File: config.mk
export PLATFORM = sky130hd
export DESIGN_NAME = slow_sample_fifo_flat
export DESIGN_NICKNAME = d
export VERILOG_FILES = /design/src/rtl/slow_sample_fifo_if.sv /design/src/rtl/slow_sample_fifo.sv /design/src/flat_wrapper.sv
export SDC_FILE = /design/constraint.sdc
export NUM_CORES = 1
export LEC_CHECK = 0
export BUFFER_PORTS_ARGS = -buffer_cell sky130_fd_sc_hd__clkbuf_2
export CAP_MARGIN = 10
export CORE_AREA = 4 4 126 218
export CTS_CLUSTER_SIZE = 30
export DETAILED_ROUTE_END_ITERATION = 8
export DIE_AREA = 0 0 130 222
export PLACE_DENSITY_LB_ADDON = 0.1
export SLEW_MARGIN = 10
export SYNTH_ARGS = -nofsm -noshare
export SYNTH_HDL_FRONTEND = slang
export SYNTH_SLANG_ARGS = --single-unit
File: constraint.sdc
create_clock -name clk -period 3.85 [get_ports clk]
set_input_delay 0.1925 -clock clk [delete_from_list [all_inputs] [get_ports clk]]
set_output_delay 0.1925 -clock clk [all_outputs]
set_load 0.02 [all_outputs]
File: src/rtl/slow_sample_fifo_if.sv
// Read-side handshake bundle for slow_sample_fifo: head-of-queue sample plus valid/ready.
// A transfer happens on a rising clk edge where out_valid && out_ready; the master holds
// out_data stable while out_valid=1 and out_ready=0, and out_valid never depends on out_ready.
interface slow_sample_fifo_if #(
  parameter int S = 12
);
  logic [S-1:0] out_data;
  logic         out_valid;
  logic         out_ready;

  modport master (output out_data, output out_valid, input out_ready);
  modport slave  (input out_data, input out_valid, output out_ready);
endinterface

File: src/rtl/slow_sample_fifo.sv
// Slow-domain decimator + first-word-fall-through FIFO for synchronised samples,
// with fill level, sticky overflow and a saturating drop counter.
module slow_sample_fifo #(
  parameter int S     = 12,
  parameter int DEPTH = 16,
  parameter int DW    = 8,
  localparam int LW   = $clog2(DEPTH + 1),
  localparam int AW   = $clog2(DEPTH)
) (
  input  logic                clk,
  input  logic                clr_n,
  input  logic                en,
  input  logic [DW-1:0]       decim,
  input  logic [S-1:0]        data_in,
  slow_sample_fifo_if.master  rd,
  output logic [LW-1:0]       level,
  output logic                overflow,
  output logic [DW-1:0]       drop_cnt,
  input  logic                clr_ovf
);

  logic [DW-1:0] cnt_q;
  logic [DW-1:0] n_minus1;
  logic [AW-1:0] wr_ptr_q;
  logic [AW-1:0] rd_ptr_q;
  logic [LW-1:0] level_q;
  logic [LW-1:0] level_nxt;
  logic [S-1:0]  head_q;
  logic [S-1:0]  head_nxt;
  logic          valid_q;
  logic          overflow_q;
  logic [DW-1:0] drop_cnt_q;
  logic [S-1:0]  mem [DEPTH];

  logic push_req;
  logic pop;
  logic push;
  logic full;
  logic drop;

  // DECIM==0 behaves like DECIM==1 (keep every sample).
  assign n_minus1 = (decim == '0) ? '0 : decim - DW'(1);
  assign push_req = en && (cnt_q == '0);
  assign full     = (level_q == LW'(DEPTH));
  assign pop      = valid_q && rd.out_ready;
  assign push     = push_req && (!full || pop);
  assign drop     = push_req && full && !pop;

  always_ff @(posedge clk or negedge clr_n) begin
    if (!clr_n) begin
      cnt_q <= '0;
    end else if (en) begin
      cnt_q <= (cnt_q >= n_minus1) ? '0 : cnt_q + DW'(1);
    end
  end

  always_comb begin
    level_nxt = level_q;
    case ({push, pop})
      2'b10:   level_nxt = level_q + LW'(1);
      2'b01:   level_nxt = level_q - LW'(1);
      default: level_nxt = level_q;
    endcase
  end

  // The output register always mirrors the head entry; on a pop it advances to the
  // next stored entry, or to the incoming sample when the queue held only one word.
  always_comb begin
    head_nxt = head_q;
    if (pop) begin
      if (level_q > LW'(1)) begin
        head_nxt = mem[rd_ptr_q + AW'(1)];
      end else if (push) begin
        head_nxt = data_in;
      end
    end else if ((level_q == '0) && push) begin
      head_nxt = data_in;
    end
  end

  always_ff @(posedge clk) begin
    if (push) begin
      mem[wr_ptr_q] <= data_in;
    end
  end

  always_ff @(posedge clk or negedge clr_n) begin
    if (!clr_n) begin
      wr_ptr_q <= '0;
      rd_ptr_q <= '0;
      level_q  <= '0;
      head_q   <= '0;
      valid_q  <= 1'b0;
    end else begin
      if (push) wr_ptr_q <= wr_ptr_q + AW'(1);
      if (pop)  rd_ptr_q <= rd_ptr_q + AW'(1);
      level_q <= level_nxt;
      head_q  <= head_nxt;
      valid_q <= (level_nxt != '0);
    end
  end

  // A drop in the same cycle as clr_ovf restarts the count at one rather than zero.
  always_ff @(posedge clk or negedge clr_n) begin
    if (!clr_n) begin
      overflow_q <= 1'b0;
      drop_cnt_q <= '0;
    end else if (drop) begin
      overflow_q <= 1'b1;
      if (clr_ovf) begin
        drop_cnt_q <= DW'(1);
      end else if (drop_cnt_q != '1) begin
        drop_cnt_q <= drop_cnt_q + DW'(1);
      end
    end else if (clr_ovf) begin
      overflow_q <= 1'b0;
      drop_cnt_q <= '0;
    end
  end

  assign rd.out_data  = head_q;
  assign rd.out_valid = valid_q;
  assign level        = level_q;
  assign overflow     = overflow_q;
  assign drop_cnt     = drop_cnt_q;

endmodule

File: src/flat_wrapper.sv
// flat-port wrapper written by rule: the top's interface ports become plain ports
module slow_sample_fifo_flat 
#(
  parameter int S     = 12,
  parameter int DEPTH = 16,
  parameter int DW    = 8,
  localparam int LW   = $clog2(DEPTH + 1),
  localparam int AW   = $clog2(DEPTH)
)
  (clk, clr_n, en, decim, data_in, level, overflow, drop_cnt, clr_ovf, rd_out_data, rd_out_valid, rd_out_ready);
  slow_sample_fifo_if #(.S(S)) rd_i ();
  input  logic clk;
  input  logic clr_n;
  input  logic en;
  input  logic [DW-1:0] decim;
  input  logic [S-1:0] data_in;
  output logic [LW-1:0] level;
  output logic overflow;
  output logic [DW-1:0] drop_cnt;
  input  logic clr_ovf;
  output wire logic [$bits(rd_i.out_data)-1:0] rd_out_data;
  output wire logic [$bits(rd_i.out_valid)-1:0] rd_out_valid;
  input wire logic [$bits(rd_i.out_ready)-1:0] rd_out_ready;
  assign rd_out_data = rd_i.out_data;
  assign rd_out_valid = rd_i.out_valid;
  assign rd_i.out_ready = rd_out_ready;
  slow_sample_fifo #(.S(S), .DEPTH(DEPTH), .DW(DW)) u_core (.clk(clk), .clr_n(clr_n), .en(en), .decim(decim), .data_in(data_in), .rd(rd_i), .level(level), .overflow(overflow), .drop_cnt(drop_cnt), .clr_ovf(clr_ovf));
endmodule
# ---- Word level (Yosys, flattened, before mapping)
# Memory sizes are Yosys's and may differ from the RTL's.
# Cells that the tools add are included.
dict set report word_totals {
  regBits 43
  ramBits 192
  in_bits 25
  output_inout_bits 27
  word_cells 56
  n_memories 1
}
dict set report op_classes {
  addsub 7
  n_lt_le_gt_ge 2
  n_eq_ne 5
  mux 15
  reduce_logical 18
}
# name words width read_ports rd_ports_with_merged_regs wr line_no
set memory_table {}
lappend memory_table {u_core.mem 16 12 1 0 1 slow_sample_fifo.sv:33} ;# logic [S-1:0] mem [DEPTH];
# cell count
set ops {}
lappend ops {{$mux 12} 4}
lappend ops {{$mux 8} 6}
lappend ops {{$add 8x1->8 const B} 2}
lappend ops {{$logic_not 8->1} 2}
lappend ops {{$pmux 5 s2} 1}
lappend ops {{$add 4x1->4 const B} 2}
lappend ops {{$ge 8x8->1} 1}
lappend ops {{$ne 8x8->1 const B} 1}
lappend ops {{$sub 8x1->8 const B} 1}
lappend ops {{$logic_and 1x1->1} 6}
lappend ops {{$reduce_bool 2->1} 3}
lappend ops {{$add 5x1->5 const B} 1}
lappend ops {{$eq 5x5->1 const B} 1}
lappend ops {{$gt 5x1->1 const B} 1}
lappend ops {{$logic_not 5->1} 1}
lappend ops {{$reduce_bool 5->1} 1}
lappend ops {{$sub 5x1->5 const B} 1}
lappend ops {{$mux 1} 4}
lappend ops {{$reduce_and 2->1} 2}
lappend ops {{$ne 3x3->1 const B} 1}
lappend ops {{$eq 2x1->1 const B} 1}
lappend ops {{$eq 2x2->1 const B} 1}
lappend ops {{$logic_not 1->1} 2}
lappend ops {{$logic_or 1x1->1} 1}

# ---- Logic depth before layout (Yosys ltp)
dict set report depth {
  ltp_word 7
  mapped_depth 13
}

# ---- Worst setup path before layout
# Ideal clock, no wire load.
dict set report synth_timing {
  path_type {flip-flop to flip-flop}
  startpoint {register u_core.cnt_q[0]}
  endpoint {memory u_core.mem[3][0], enable pin}
  arrival_ps 2365
  t_required_ps 3495
  setup_slack_ps 1131
  path_stages_with_launch 9
  path_buffers 1
  synth_period_minus_slack_ps 2719
  path_cell_list {dfrtp_1 -> inv_1 -> ha_1 -> or4bb_1 -> or2_1 -> buf_6 -> a21oi_2 -> nor3b_1 -> and2_1}
}
dict set report synth_between {
  elab_chain_cells 5
}
# element line_no
set synth_lines {}
lappend synth_lines {{from (decl)} slow_sample_fifo.sv:22} ;# logic [DW-1:0] cnt_q;
lappend synth_lines {{from (signal assigned)} slow_sample_fifo.sv:53} ;# cnt_q <= (cnt_q >= n_minus1) ? '0 : cnt_q + DW'(1);
lappend synth_lines {{$logic_not 8->1} slow_sample_fifo.sv:43} ;# assign push_req = en && (cnt_q == '0);
lappend synth_lines {{$logic_and 1x1->1} slow_sample_fifo.sv:43}
lappend synth_lines {{$logic_and 1x1->1} slow_sample_fifo.sv:46} ;# assign push = push_req && (!full || pop);
lappend synth_lines {{$mux 1} slow_sample_fifo.sv:82} ;# if (push) begin
lappend synth_lines {{$mux 1 (implied by the code)} slow_sample_fifo.sv:83} ;# mem[wr_ptr_q] <= data_in;
lappend synth_lines {{to (decl)} slow_sample_fifo.sv:33}
# No other way between the ends.

# ---- Worst setup path in the final report
dict set report layout_timing {
  startpoint {register u_core.cnt_q[0]}
  endpoint {memory u_core.mem[2][8], enable pin}
}
# The elaborated chain is that of the path after synthesis.

==> key figures <==
Run status
  – Status: completed

Clocking
  – CTS Sinks: 235
  – Root buf cell: clkbuf_16
  – Worst-path clk slew: 0.06 ns
  – CTS Buf Count: 22
  – CTS Buffer Depth: 3
  – H-tree Lvls: 1
  – CTS tree: yes
  – Post-CTS resize count: 0
  – Hold_buf cts: 3
  – Postcts setup bufs: 0
  – Clk_lat worst skew: 0.51 ns

Floorplan
  – Die Wd: 130 um
  – Die Area: 28860 um2
  – Die height: 222 um
  – I/O pins: 52
  – Core area: 25760 um2
  – Std-Cell Rows: 78
  – Initial core utilization: 0.3828

Timing
  – Smallest hold slack: 0.1237 ns
  – Fmax: 300.0 MHz
  – Hold Fails Final Rpt: 0
  – Setup violations, final: 0
  – RSZ-0062 raised after global routing: no
  – Clk_skew: 0.01042 ns
  – Setup TNS: 0 ns
  – Final period utilization: 0.8659
  – Relative slew slack: 0.3180
  – Worst-Margin Slew: 1.023 ns
  – Setup ws final: 0.5161 ns
  – Tmin final: 3.334 ns
  – Max-slew violations: 0

Setup path
  – CP bufs+invs: 1
  – Critical-path top delay cell: and2_1
  – RR Startpoint: u_core.cnt_q[0]
  – Kind of critical path: reg -> reg
  – Worst EP arrival: 3.48 ns
  – Reg-to-Reg End: u_core.mem[2][8]
  – Crit Path Max Fanout: 12
  – CP Data Required Time: 4.00 ns
  – Crit path depth: 7
  – Setup crit end kind: flip-flop
  – Critical path's top delay family: simple AND/OR/NAND/NOR gates
  – Critical Path, Cell by Cell: inv_1 -> ha_1 -> or4bb_1 -> or2_1 -> a21oi_2 -> nor3b_1 -> and2_1
  – Reg2Reg Setup Slack: 0.52 ns
  – Max incr delay on CP: 0.59 ns
  – R2R cell count: 7
  – Critical Path Start Type: flip-flop

Placed design
  – DP Wirelength: 16.60 mm
  – PortBufs: 51
  – Setup WS pre-CTS: 0.4921 ns
  – Routability congestion estimate from global placement: 0.8134

Power and ir drop
  – VDD IR max: 0.5345 mV
  – Leak: 0.003976 uW
  – PwrDens: 722.0 nW/um2
  – Pwr Total: 8072 uW

Cells and area
  – Layout Area Growth over Synthesis: 13.35%
  – Commonest non-fill, non-tap cell in the layout: edfxtp_1
  – Commonest non-fill, non-tap cells in the layout: 192 x edfxtp_1, 60 x mux4_2, 51 x clkbuf_2, 42 x dfrtp_1, 33 x nand2_1
  – FILL cells: 2301
  – Layout Nets: 662
  – Antenna cells: 0
  – Layout cells sized above 1: 0.2504

Logic synthesis
  – Post-Syn Instances: 555
  – Post-synthesis average cell area: 17.77 um2
  – Post-synth EDFFs: 192
  – Ys async rst share: 0.1830
  – Total number of yosys warnings: 0
  – Post-synthesis register bit count: 235
  – Sequential-to-total area share from yosys stat: 0.6936
  – Synth unique cells: 52
  – Synthesized cell area: 9863 um2
  – Top FF cell, synth: edfxtp_1
  – Mapped Nets: 601

Global routing
  – Initial antenna violation count: 1
  – Largest net degree at the start of global routing: 51
  – Total GRT Usage: 0.1740
  – Total gr overflow: 0
  – Number of global-route vias before repair: 5516
  – First-pass GRT wire length: 36.08 mm

Job
  – MaxCap Viol Count: 0

Detailed routing
  – Drt pass-1 iters: 4
  – Total wire length: 24.32 mm
  – Initial drt markers: 267
  – Vias: 5107
  – Detail-routed via count per cell: 5.370
  – WL/cell: 25.57 um
  – Detail Route Antenna Nets: 0
  – DRC viols: 0

Worst hold path
  – Tightest Hold Check Type: in -> async
[worst max-delay path by stage]
stage | slack, ns | startpoint | endpoint
final | 0.52 | u_core.cnt_q[0] | u_core.mem[2][8]
after global routing | 0.24 | u_core.cnt_q[0] | u_core.mem[2][8]
after CTS | 0.48 | u_core.cnt_q[0] | u_core.mem[2][8]
after detailed placement | 0.49 | u_core.cnt_q[0] | u_core.mem[2][8]
after global placement | 0.54 | u_core.cnt_q[0] | u_core.mem[2][1]
after floorplan | 1.13 | u_core.cnt_q[0] | u_core.mem[3][0]
[cell type report]
cell class,count,area (um2),share of cell area
tap,320,400.4,0.03581
timing repair buffer,60,330.3,0.02955
clock buffer,26,586.8,0.05249
sequential,235,6845,0.6123
clock inverter,13,86.33,0.007722
multi-input combinational,285,2885,0.2581
inverter,12,45.04,0.004029
[report_power, final]
group / switching, uW / internal, uW
logic: 1550 / 1310
clock network: 912 / 1150
registers: 213 / 2930
total: 2680 / 5390
[flip-flops by register name, indices dropped and copies added (netlist names)]
register,flops
u_core.rd.out_data,12
u_core.rd.out_valid,1
u_core.mem,192
u_core.rd_ptr_q,4
u_core.drop_cnt,8
u_core.wr_ptr_q,4
u_core.cnt_q,8
u_core.overflow,1
u_core.level,5
[worst reg2reg max path: stages (launching register included)]
cell and delay [ns]:
dfrtp_1 0.40, inv_1 0.12, ha_1 0.15, or4bb_1 0.46, or2_1 0.39, a21oi_2 0.44, nor3b_1 0.42, and2_1 0.59
[metrics by stage]
stage               utilization  area (um2)  instances
global route             0.4339       11180        951
global placement         0.4066       10480        909
floorplan                     -        9863        555
detailed placement       0.4066       10480        909
finish                   0.4339       11180        951
CTS                      0.4339       11180        951
[logic make-up after synthesis]
group                      count (synthesis)  synth area share
adders and majority gates                 21           0.02664
xor gates and xnor gates                  24           0.02131
DFF                                      235            0.6936
buffers and inverters                     35           0.01522
and+or+nand+nor                          123           0.06584
AOI/OAI and AO/OA                         44           0.02715
muxes                                     73            0.1502
[synth_stat cells, types with 9 or more instances]
cell type	instances	area share
mux4_2	60	0.14
nor2_1	25	0.0095
xor2_1	12	0.011
edfxtp_1	192	0.58
dfrtp_1	43	0.11
nand2_1	33	0.013
o21ai_1	18	0.0091
ha_1	21	0.027
mux2i_1	13	0.013
and2_1	19	0.012
nand3_1	9	0.0046
clkbuf_1	13	0.0049
xnor2_1	12	0.011
inv_1	12	0.0046
[routing by layer]
metal / track usage / share of wire / vias to the layer above
li1: - / - / 2288
met3: 0.02266 / 0.035 / 42
met1: 0.2036 / 0.37 / 2653
met5: 0 / 0.00029 / -
met4: 0.07282 / 0.040 / 2
met2: 0.3147 / 0.55 / 122
Note: power is estimated with default switching activity, not from simulation.
